File: config.mk
export PLATFORM = sky130hd
export DESIGN_NAME = bit_serial_add_ctrl_flat
export DESIGN_NICKNAME = d
export VERILOG_FILES = /design/src/rtl/bit_serial_add_ctrl_if.sv /design/src/rtl/bit_serial_add_ctrl.sv /design/src/flat_wrapper.sv
export SDC_FILE = /design/constraint.sdc
export NUM_CORES = 1
export LEC_CHECK = 0
export CAP_MARGIN = 20
export CORE_ASPECT_RATIO = 0.6
export CORE_UTILIZATION = 30
export DETAILED_ROUTE_END_ITERATION = 8
export GPL_TIMING_DRIVEN = 0
export PLACE_DENSITY = 0.51
export SLEW_MARGIN = 30
export SYNTH_ARGS = -nofsm -noshare
export SYNTH_HDL_FRONTEND = slang
export SYNTH_SLANG_ARGS = --single-unit
File: constraint.sdc
create_clock -name clk -period 1.2 [get_ports clk]
set_clock_uncertainty 0.05 [all_clocks]
set_input_delay 0.18 -clock clk [delete_from_list [all_inputs] [get_ports clk]]
set_output_delay 0.18 -clock clk [all_outputs]
set_load 0.03 [all_outputs]
File: src/rtl/bit_serial_add_ctrl_if.sv
// Request/result bundle between a requester and bit_serial_add_ctrl.
// With SUBTRACT_EN defined, the bundle also carries the sub request bit and the ovf result flag.
interface bit_serial_add_ctrl_if #(
    parameter int WIDTH = 8
);
    logic             start;
    logic [WIDTH-1:0] a;
    logic [WIDTH-1:0] b;
    logic             cin;
    logic             ready;
    logic             busy;
    logic             done;
    logic [WIDTH-1:0] sum;
    logic             cout;
`ifdef SUBTRACT_EN
    logic             sub;
    logic             ovf;

    modport master (
        output start, a, b, cin, sub,
        input  ready, busy, done, sum, cout, ovf
    );
    modport slave (
        input  start, a, b, cin, sub,
        output ready, busy, done, sum, cout, ovf
    );
`else
    modport master (
        output start, a, b, cin,
        input  ready, busy, done, sum, cout
    );
    modport slave (
        input  start, a, b, cin,
        output ready, busy, done, sum, cout
    );
`endif
endinterface

File: src/rtl/bit_serial_add_ctrl.sv
// Bit-serial adder sequencer: one shared 1-bit full adder, LSB first, one bit per clock.
// Optional macro SUBTRACT_EN adds a-b mode (sub input) and a signed overflow flag (ovf).
//
// state | meaning
// IDLE  | ready=1, waiting for start; sum/cout hold last result
// RUN   | busy=1, one operand bit per edge through the full adder
// DONE  | done=1 for one cycle, sum/cout valid

module bit_serial_fa (
    input  logic a,
    input  logic b,
    input  logic cin,
    output logic sum,
    output logic cout
);
    logic p;
    logic g;
    logic t;

    xor u_x0 (p, a, b);
    xor u_x1 (sum, p, cin);
    and u_a0 (g, a, b);
    and u_a1 (t, cin, p);
    or  u_o0 (cout, g, t);
endmodule

module bit_serial_add_ctrl #(
    parameter int WIDTH = 8,
    parameter int CNT_W = 5
) (
    input  logic                 clk,
    input  logic                 rst_n,
    bit_serial_add_ctrl_if.slave bus
);
    typedef enum logic [1:0] {
        IDLE = 2'd0,
        RUN  = 2'd1,
        DONE = 2'd2
    } state_t;

    state_t           state_q;
    state_t           state_d;

    logic [WIDTH-1:0] a_sh;
    logic [WIDTH-1:0] b_sh;
    logic [WIDTH-1:0] r_sh;
    logic             carry;
    logic [CNT_W-1:0] cnt;
    logic [WIDTH-1:0] sum_q;
    logic             cout_q;

    logic             fa_sum;
    logic             fa_cout;
    logic             last_bit;
    logic [WIDTH-1:0] r_next;
    logic             accept;
    logic [WIDTH-1:0] b_load;
    logic             carry_load;

    bit_serial_fa u_fa (
        .a    (a_sh[0]),
        .b    (b_sh[0]),
        .cin  (carry),
        .sum  (fa_sum),
        .cout (fa_cout)
    );

    assign last_bit = (cnt == CNT_W'(WIDTH - 1));
    assign r_next   = {fa_sum, r_sh[WIDTH-1:1]};
    assign accept   = (state_q == IDLE) && bus.start;

`ifdef SUBTRACT_EN
    logic ovf_q;

    // Subtract as a + ~b + 1; cin is deliberately ignored in this mode.
    assign b_load     = bus.sub ? ~bus.b : bus.b;
    assign carry_load = bus.sub ? 1'b1 : bus.cin;
    assign bus.ovf    = ovf_q;

    // carry still holds the carry into the MSB on the final RUN edge.
    always_ff @(posedge clk) begin
        if (!rst_n) begin
            ovf_q <= 1'b0;
        end else if (state_q == RUN && last_bit) begin
            ovf_q <= carry ^ fa_cout;
        end
    end
`else
    assign b_load     = bus.b;
    assign carry_load = bus.cin;
`endif

    always_ff @(posedge clk) begin
        if (!rst_n) begin
            state_q <= IDLE;
        end else begin
            state_q <= state_d;
        end
    end

    always_comb begin
        state_d = state_q;
        case (state_q)
            IDLE:    if (bus.start) state_d = RUN;
            RUN:     if (last_bit)  state_d = DONE;
            DONE:    state_d = IDLE;
            default: state_d = IDLE;
        endcase
    end

    always_ff @(posedge clk) begin
        if (!rst_n) begin
            a_sh   <= '0;
            b_sh   <= '0;
            r_sh   <= '0;
            carry  <= 1'b0;
            cnt    <= '0;
            sum_q  <= '0;
            cout_q <= 1'b0;
        end else if (accept) begin
            a_sh  <= bus.a;
            b_sh  <= b_load;
            r_sh  <= '0;
            carry <= carry_load;
            cnt   <= '0;
        end else if (state_q == RUN) begin
            a_sh  <= a_sh >> 1;
            b_sh  <= b_sh >> 1;
            r_sh  <= r_next;
            carry <= fa_cout;
            cnt   <= cnt + CNT_W'(1);
            if (last_bit) begin
                sum_q  <= r_next;
                cout_q <= fa_cout;
            end
        end
    end

    assign bus.ready = (state_q == IDLE);
    assign bus.busy  = (state_q == RUN);
    assign bus.done  = (state_q == DONE);
    assign bus.sum   = sum_q;
    assign bus.cout  = cout_q;
endmodule

File: src/flat_wrapper.sv
// flat-port wrapper written by rule: the top's interface ports become plain ports
module bit_serial_add_ctrl_flat 
#(
    parameter int WIDTH = 8,
    parameter int CNT_W = 5
)
  (clk, rst_n, bus_start, bus_a, bus_b, bus_cin, bus_ready, bus_busy, bus_done, bus_sum, bus_cout);
  bit_serial_add_ctrl_if #(.WIDTH(WIDTH)) bus_i ();
  input  logic clk;
  input  logic rst_n;
  input wire logic [$bits(bus_i.start)-1:0] bus_start;
  input wire logic [$bits(bus_i.a)-1:0] bus_a;
  input wire logic [$bits(bus_i.b)-1:0] bus_b;
  input wire logic [$bits(bus_i.cin)-1:0] bus_cin;
  output wire logic [$bits(bus_i.ready)-1:0] bus_ready;
  output wire logic [$bits(bus_i.busy)-1:0] bus_busy;
  output wire logic [$bits(bus_i.done)-1:0] bus_done;
  output wire logic [$bits(bus_i.sum)-1:0] bus_sum;
  output wire logic [$bits(bus_i.cout)-1:0] bus_cout;
  assign bus_i.start = bus_start;
  assign bus_i.a = bus_a;
  assign bus_i.b = bus_b;
  assign bus_i.cin = bus_cin;
  assign bus_ready = bus_i.ready;
  assign bus_busy = bus_i.busy;
  assign bus_done = bus_i.done;
  assign bus_sum = bus_i.sum;
  assign bus_cout = bus_i.cout;
  bit_serial_add_ctrl #(.WIDTH(WIDTH), .CNT_W(CNT_W)) u_core (.clk(clk), .rst_n(rst_n), .bus(bus_i));
endmodule
==> flow_summary.toml, run 1 <==
[pwr]
powerDensity_mw_per_mm2 = 1175
sequential_share_of_power = 0.463
p_comb_frac = 0.181
leakagePower_nw = 0.9108
netSwitchingPower_mw = 0.8127
pwr-share-clk = 0.356
internal-power_mw = 2.285
power_switching_share = 0.2624
irDropWorstVdd_uv = 494.2
final_total_power_mw = 3.098

[layout]
final_cells = 330
syn2layout_area_growth_pct = 53.46
fillerInstances = 508
design.final.nets = 274
final_area_mm2 = 0.002636
total_area_of_multi_input_combinational_cells_mm2 = 0.001022
insertedDiodeCount = 0
finish.utilization = 0.4993
drive_gt1_frac = 0.4032
register_area_um2 = 810.8

[placement]
dp_hpwl_um = 2962
port-buffer-count = 30
dpl_worst_slack_ns = -0.6418
post-place-cells = 309
finalWeightedCongestion = 0.7374
total_cell_area_at_the_placement_stage_mm2 = 0.002155

[floorplan]
die-area_mm2 = 0.006043
design.portCount = 32
std_cell_rows = 20
die-height_um = 60.62
design.core.area_mm2 = 0.005280
die_x_um = 99.69
initial_utilization = 0.3254

[route]
detail_route.iter0.violations = 73
final_antenna_net_count = 0
detail_route.vias_per_cell = 4.603
drt-pass1-iter-count = 4
dr_total_vias = 1519
drcViolationCount = 0
detail_route.wirelength_um = 4563
route.detailed.wl_per_inst_um = 13.83

[global_route]
grt_start_max_net_pins = 14
grt_first_pass_wirelength_um = 7320
first_global_vias = 1389
grt-ovfl-total = 0
global_route.usage.total = 0.1636
grt_antenna_before_repair = 0

[critical_path]
path_max_fanout = 10
worstSetupPathType = "register to register"
cpPeakStageDelay_ns = 0.32
crit_path_cell_trace = "buf_6 -> nand2b_4 -> buf_6 -> nor4_4 -> buf_6 -> mux2i_1"
kind_of_start_point_of_the_critical_path = "register"
worst-r2r-setup-slack_ns = -0.20
arrival_time_worst_endpoint_ns = 1.57
worst-r2r-cell-count = 6
cp-end-kind = "register"
slowest_stage = "dfxtp_2"
timing.critical_path.mode_cell = "buf_6"
critical_path_depth = 6
cp_top_family = "buffers and inverters"
cp_data_required_time_ns = 1.37
timing.critical_path.buf_inv = 3

[timing]
fin_crit_ns = 1.403
min_period_over_period = 1.169
achievable-frequency_mhz = 712.9
final_critical_path_setup_slack_ns = -0.2028
setup_violations = 39
finalHoldViolations = 0
setup_repair_after_global_routing_missed_its_margin = "yes"
worst_hold_slack_ns = 0.1881
setup_tns_ns = -5.019
slew_violations = 0
tightest_slew_ns = 0.8124
max_slew_margin = 0.4584

[yosys]
yosys_register_bits = 40
synth.net_count = 224
ys_dominant_reg_cell = "dfxtp_1"
synth_top_area_share = 0.4661
synth_area_mm2 = 0.001718
syn_avg_cell_area_um2 = 8.504
synth_top_cell_by_area = "dfxtp_1"
cells_after_synth = 202
synth_edf_count = 0
seq_area_frac_synth = 0.4661
synth_cell_types = 31
synth-async-reset-ratio = 0
leading_cell_types_by_total_area_after_synthesis = "dfxtp_1 (47%), nand2_1 (11%), a21oi_1 (9.9%)"
yosysWarnings = 0

[clock_tree]
cts_max_path_buffers = 2
tritoncts_clock_tree = "built"
clockRootBuffer = "clkbuf_8"
path_clk_slew_ns = 0.09
clock-sinks = 40
clock_insertion_delay_worst_skew_ns = 0.30
cts_max_level = 2
number_of_cts_inserted_buffers = 5

[run_status]
failing_checks = "setup timing"
run_status = "finished with violations"

[min_path]
worstHoldPathType = "input pin to register"
hold_path_stages = 3

[run]
cap_viol_max_count = 0
==> cell type report <==
class / instances / area share
Timing Repair Buffer: 44 / 0.1661
Multi-Input combinational cell: 143 / 0.3878
Sequential cell: 40 / 0.3075
Clock buffer: 5 / 0.02610
Buffer: 15 / 0.05458
Tap cell: 77 / 0.03654
Clock inverter: 3 / 0.01614
Inverter: 3 / 0.005221
==> cells in the mapped netlist (all sizes together) (2+ instances only) <==
master,count
o221a,4
nor2b,3
inv,3
nand2,50
a21oi,34
buf,13
dfxtp,40
o21ai,13
nor2,7
mux2i,9
clkbuf,3
or3,2
nand3,4
nor3b,3
a21boi,3
==> placed cells by master (no fill, tap or decap), drive strengths merged, types with 2 or more instances in the layout <==
cell type      Yosys  final
a21boi             3      3
a21oi             34     34
nor2               7      7
dfxtp             40     40
clkdlybuf4s50      0     17
o21ai             13     13
buf               13     32
clkbuf             3      8
nor3b              3      3
clkdlybuf4s15      0      5
or3                2      2
nor2b              3      3
nand3              4      4
o221a              4      4
inv                3      3
mux2i              9      9
nand2             50     50
==> sequential cells by signal, summed over array words and instances (netlist names) <==
register         count
u_core.b_sh          8
u_core.cnt           5
u_core.carry         1
u_core.r_sh          7
u_core.state_q       2
u_core.bus.sum       8
u_core.bus.cout      1
u_core.a_sh          8
==> cell families (layout without fill, tap and decap cells) <==
logic type | Yosys count | in the layout | synth area share
simple gates | 74 | 74 | 0.2010
compound gates | 56 | 56 | 0.1843
flops | 40 | 40 | 0.4661
buf+inv | 19 | 70 | 0.06701
mux | 9 | 9 | 0.05244
fa+ha+maj | 2 | 2 | 0.01894
xor+xnor | 2 | 2 | 0.01020
==> routing by layer <==
layer,GRT usage,share of wire,vias up
met1,0.2482,0.56,705
met5,0,0,-
met4,0.03782,0.0068,0
met2,0.2266,0.40,20
li1,-,-,789
met3,0.04493,0.034,5
==> power groups by stage <==
stage / Combinational (mW) / Sequential, mW / Clock [mW]
finish: 0.562 / 1.43 / 1.10
global route: 0.608 / 1.44 / 1.18
CTS: 0.509 / 1.43 / 1.14
detailed placement: 0.396 / 1.46 / 0
global placement: 0.395 / 1.46 / 0
floorplan: 0.254 / 1.45 / 0
==> worst register-to-register path, cell delays in order (launching register included) <==
cell	delay, ns
dfxtp_2	0.32
buf_6	0.12
nand2b_4	0.16
buf_6	0.12
nor4_4	0.13
buf_6	0.21
mux2i_1	0.21
==> final timing paths <==
check | start | endpoint
worst max register to register | u_core.state_q[1] | u_core.bus.sum[2]
worst max-delay path | u_core.state_q[1] | u_core.bus.sum[2]
worst min-delay path | rst_n | u_core.a_sh[2]
worst min register to register | u_core.b_sh[2] | u_core.b_sh[1]
==> timing repair <==
action / 4_1_cts / 5_1_grt
pin swaps: 10 / 3
resized for setup: 99 / 30
hold buffers: 0 / 0
gates cloned: 2 / 0
setup buffers: 11 / 1
endpoints found under the setup margin: 52 / 46
No activity file was read; power rests on OpenSTA's default activity.
==> inputs of run 2 (changes only) <==
- CORE_ASPECT_RATIO: 0.6 -> 1.2
- SYNTH_HIERARCHICAL: unset -> 1
==> flow_summary.toml, run 2 <==
[timing]
fin_crit_ns = 1.471
worst_hold_slack_ns = 0.3123
setup_violations = 43
setup_repair_after_global_routing_missed_its_margin = "yes"
final_critical_path_setup_slack_ns = -0.2707
max_slew_margin = 0.5605
tightest_slew_ns = 0.6592
slew_violations = 0
min_period_over_period = 1.226
finalHoldViolations = 0
achievable-frequency_mhz = 679.9

[critical_path]
kind_of_start_point_of_the_critical_path = "register"
worstSetupPathType = "register to output pin"
cp_data_required_time_ns = 0.97
cp-end-kind = "output pin"
path_max_fanout = 4
arrival_time_worst_endpoint_ns = 1.24

[clock_tree]
clock_insertion_delay_worst_skew_ns = 0.29
path_clk_slew_ns = 0.07
tritoncts_clock_tree = "built"
cts_max_path_buffers = 2
cts_max_level = 2
clockRootBuffer = "clkbuf_8"
number_of_cts_inserted_buffers = 5
cts-hold-fix-buffers = 0
clock-sinks = 40

[run]
cap_viol_max_count = 0

[pwr]
leakagePower_nw = 0.9137
sequential_share_of_power = 0.485
irDropWorstVdd_uv = 598.9
netSwitchingPower_mw = 0.7452
powerDensity_mw_per_mm2 = 1127
pwr-share-clk = 0.322
power_switching_share = 0.2531
internal-power_mw = 2.199
p_comb_frac = 0.192

[layout]
final_cells = 317
most_common_cell_after_layout_fill_and_taps_aside = "nand2_1"
layout_common_cells = "nand2_1 (49), dfxtp_1 (34), a21oi_1 (25)"
syn2layout_area_growth_pct = 54.32
design.final.nets = 277
register_area_um2 = 810.8
total_area_of_multi_input_combinational_cells_um2 = 962.2
fillerInstances = 548
insertedDiodeCount = 0
final_area_mm2 = 0.002613
drive_gt1_frac = 0.3765

[placement]
port-buffer-count = 30
post-place-cells = 294
total_cell_area_at_the_placement_stage_mm2 = 0.002152
dp_hpwl_um = 2794
finalWeightedCongestion = 0.7400

[global_route]
grt-ovfl-total = 0
grt_first_pass_wirelength_um = 7265
grt_start_max_net_pins = 12
first_global_vias = 1486
grt_antenna_before_repair = 0
global_route.usage.total = 0.1556

[run_status]
failing_checks = "DRC, setup timing"
run_status = "finished with violations"

[route]
route.detailed.wl_per_inst_um = 13.86
dr_total_vias = 1547
detail_route.wirelength_um = 4394
drt-pass1-iter-count = 7
drcViolationCount = 4
final_antenna_net_count = 0
detail_route.vias_per_cell = 4.880
detail_route.iter0.violations = 68

[yosys]
cell_with_the_most_instances_after_synthesis = "nand2_1"
yosysWarnings = 6
syn_avg_cell_area_um2 = 8.381
cells_after_synth = 202
synth_edf_count = 0
synth_area_mm2 = 0.001693
synth_top_cell_by_area = "dfxtp_1"
synth_cell_types = 33
yosys_register_bits = 40
seq_area_frac_synth = 0.4730
synth_top_area_share = 0.4730
synth.net_count = 224
leading_cell_types_by_total_area_after_synthesis = "dfxtp_1 (47%), nand2_1 (11%), a21oi_1 (10%)"
synth-async-reset-ratio = 0
ys_dominant_reg_cell = "dfxtp_1"
synth_common_cells = "nand2_1 (51), dfxtp_1 (40), a21oi_1 (34), o21ai_0 (11), mux2i_1 (9)"

[floorplan]
die-height_um = 84.29
die-area_mm2 = 0.005949
design.core.area_mm2 = 0.005370
design.portCount = 32
std_cell_rows = 29
die_x_um = 70.58
initial_utilization = 0.3152

[min_path]
worstHoldPathType = "input pin to register"
## run 2: area by class of cell
type / count / share of cell area
Sequential cell: 40 / 0.3103
Clock buffer: 7 / 0.03688
Inverter: 3 / 0.005747
Tap cell: 62 / 0.02969
Multi-Input combinational cell: 143 / 0.3683
Timing Repair Buffer: 48 / 0.1968
Buffer: 14 / 0.05220
## run 2: power groups by stage
| stage | clock (mW) | sequential (mW) | combinational (mW) |
|---|---|---|---|
| finish | 0.949 | 1.43 | 0.565 |
| global placement | 0 | 1.46 | 0.404 |
| CTS | 0.998 | 1.43 | 0.541 |
| global route | 1.03 | 1.44 | 0.614 |
| detailed placement | 0 | 1.46 | 0.400 |
| floorplan | 0 | 1.45 | 0.254 |
## run 2: what timing repair did
item / in CTS / in global routing
buffers inserted: 13 / 2
pin swaps: 9 / 1
setup endpoints to repair: 52 / 44
cloned: 2 / 1
gates resized for setup: 98 / 16
## run 2: critical path: stages (launching register included)
cell	delay, ns
dfxtp_2	0.36
nand2b_4	0.16
buf_12	0.10
clkinvlp_4	0.08
buf_6	0.12
buf_6	0.13
## run 2: per-stage QoR
step / TNS [ns] / power, mW / setup slack [ns] / util
floorplan: -3.540 / 1.701 / -0.1544 / -
global placement: -20.15 / 1.859 / -0.7602 / 0.4007
detailed placement: -20.00 / 1.857 / -0.7463 / 0.4007
CTS: -7.302 / 2.966 / -0.2413 / 0.4758
global route: -8.706 / 3.080 / -0.3262 / 0.4865
finish: -6.181 / 2.944 / -0.2707 / 0.4865
## run 2: kinds of logic (layout without fill, tap and decap cells)
| group | count (synthesis) | count (layout) | share of synthesized area |
|---|---|---|---|
| AOI/OAI and AO/OA | 57 | 57 | 0.1899 |
| xor gates and xnor gates | 2 | 2 | 0.01035 |
| adders and majority gates | 2 | 2 | 0.01922 |
| buffers and inverters | 19 | 72 | 0.05839 |
| DFF | 40 | 40 | 0.4730 |
| muxes | 9 | 9 | 0.05322 |
| and+or+nand+nor | 73 | 73 | 0.1959 |
## run 2: layer usage
metal  up-vias  global-route usage  wire length [um]
li1        789                   -                 -
met1       729              0.2013              2050
met2        25              0.2595              2153
met3         4             0.03601               155
met4         0             0.04364                35
met5         -                   0                 0
## run 2: path summary, 6_finish.rpt
kind                     startpoint                end  slack (ns)  cells after the start
hold / removal                rst_n     u_core/a_sh[1]        0.31                      3
setup / recovery  u_core/state_q[1]           bus_busy       -0.27                      5
hold reg to reg      u_core/a_sh[3]     u_core/a_sh[2]        0.40                      2
setup reg to reg  u_core/state_q[1]  u_core/bus.sum[5]       -0.24                      5
==> inputs of run 3 (changes only) <==
- PLACE_DENSITY: 0.51 -> 0.55
- clock period: 1.2 -> 1.45 ns (I/O delays scaled with it)
==> flow_summary.toml, run 3 (same netlist as run 2, synthesis figures left out) <==
[run_status]
run_status = "finished with violations"
failing_checks = "DRC"

[layout]
register_area_um2 = 808.3
drive_gt1_frac = 0.2590
most_common_cell_after_layout_fill_and_taps_aside = "nand2_1"
fillerInstances = 534
insertedDiodeCount = 0
design.final.nets = 272
syn2layout_area_growth_pct = 41.17
layout_common_cells = "nand2_1 (49), dfxtp_1 (36), a21oi_1 (32)"
final_cells = 313
finish.utilization = 0.4450
final_area_mm2 = 0.002390
total_area_of_multi_input_combinational_cells_um2 = 888.4

[route]
detail_route.iter0.violations = 122
drcViolationCount = 8
dr_total_vias = 1520
route.detailed.wl_per_inst_um = 12.95
detail_route.vias_per_cell = 4.856
m1WireLength_um = 1837
final_antenna_net_count = 0
drt-pass1-iter-count = 6
detail_route.wirelength_um = 4052
met2RoutedLength_um = 2029
route.top_layer_used = "met4"
route.met3.wl_um = 149

[floorplan]
die_x_um = 70.58
design.portCount = 32
std_cell_rows = 29
design.core.area_mm2 = 0.005370
initial_utilization = 0.3152
die-height_um = 84.29
die-area_mm2 = 0.005949

[placement]
post-place-cells = 294
port-buffer-count = 30
total_cell_area_at_the_placement_stage_mm2 = 0.002071
dpl_worst_slack_ns = -0.6062
dp_hpwl_um = 2679
finalWeightedCongestion = 0.7169

[critical_path]
worstSetupPathType = "register to register"
arrival_time_worst_endpoint_ns = 1.61
slowest_stage = "dfxtp_2"
cp_top_family = "simple AND/OR/NAND/NOR gates"
kind_of_start_point_of_the_critical_path = "register"
cp_data_required_time_ns = 1.63
path_max_fanout = 6
crit_path_cell_trace = "buf_6 -> nand2b_4 -> nor4_4 -> buf_4 -> mux2i_1"
cp-end-kind = "register"
cpPeakStageDelay_ns = 0.32
timing.critical_path.buf_inv = 2

[run]
cap_viol_max_count = 0

[pwr]
final_total_power_mw = 2.434
leakagePower_nw = 0.9009
irDropWorstVdd_uv = 390.7
powerDensity_mw_per_mm2 = 1019

[timing]
setup_violations = 0
max_slew_margin = 0.5892
slew_violations = 0
worst_hold_slack_ns = 0.3376
tightest_slew_ns = 0.6163
achievable-frequency_mhz = 700.6
finalHoldViolations = 0
fin_crit_ns = 1.427
final_critical_path_setup_slack_ns = 0.02268
min_period_over_period = 0.9844
setup_repair_after_global_routing_missed_its_margin = "yes"
setup_tns_ns = 0

[global_route]
grt_start_max_net_pins = 14
grt_first_pass_wirelength_um = 6851
global_route.usage.total = 0.1462
grt-ovfl-total = 0
first_global_vias = 1506
grt_antenna_before_repair = 0

[clock_tree]
tritoncts_clock_tree = "built"
path_clk_slew_ns = 0.08
clockRootBuffer = "clkbuf_8"
cts_max_path_buffers = 2
cts_max_level = 2
clock_insertion_delay_worst_skew_ns = 0.29
clock-sinks = 40
number_of_cts_inserted_buffers = 5

[min_path]
worstHoldPathType = "input pin to register"
[run 3: cell count changes in the layout (fill, tap and decap cells not counted), moves of 3 or more]
cell             before  now
dlygate4sd2_1         1   10
nor2_1                3    6
a21oi_2              10    3
buf_6                12    6
clkbuf_8              8    5
a21oi_1              25   32
buf_4                10   14
clkdlybuf4s15_2       8    0
[run 3: worst reg2reg max path, delay by kind of cell, from the launching register on]
| kind | cells | cell delay, ns |
|---|---|---|
| flip-flops | 1 | 0.32 |
| AND/OR/NAND/NOR | 2 | 0.48 |
| multiplexers | 1 | 0.18 |
| buffers and inverters | 2 | 0.34 |
[run 3: repair_timing]
item	4_1_cts	5_1_grt
pin swaps	2	3
setup buffers	8	5
endpoints found under the setup margin	47	33
hold buffers	0	0
gates cloned	2	0
endpoints found under the hold margin	0	0
gates resized for setup	66	29
[run 3: where the power goes]
group	internal, mW	switching [mW]	total [mW]	leakage, nW
clock	0.509	0.389	0.898	0.0541
combinational	0.172	0.186	0.357	0.518
sequential	1.15	0.0314	1.18	0.328
[run 3: worst paths after layout]
check | end | cells past startpoint | start | slack [ns]
max | u_core/bus.sum[7] | 5 | u_core/state_q[1] | 0.02
min | u_core/bus.sum[7] | 3 | rst_n | 0.34
max reg2reg | u_core/bus.sum[7] | 5 | u_core/state_q[1] | 0.02
min reg2reg | u_core/b_sh[2] | 2 | u_core/b_sh[3] | 0.40
[run 3: per-layer routing]
layer / up-vias / global-route usage
li1: 780 / -
met1: 713 / 0.1809
met2: 25 / 0.2489
met3: 2 / 0.03481
met4: 0 / 0.04909
met5: - / 0
[run 3: layout make-up]
cell class | count | share of cell area
plain buffers | 12 | 0.03456
flip-flops and latches | 40 | 0.3382
clock inverters | 3 | 0.01780
well taps | 62 | 0.03246
multi-input cells | 143 | 0.3717
clock buffers | 5 | 0.02880
inverters | 3 | 0.005759
repair buffers | 45 | 0.1707
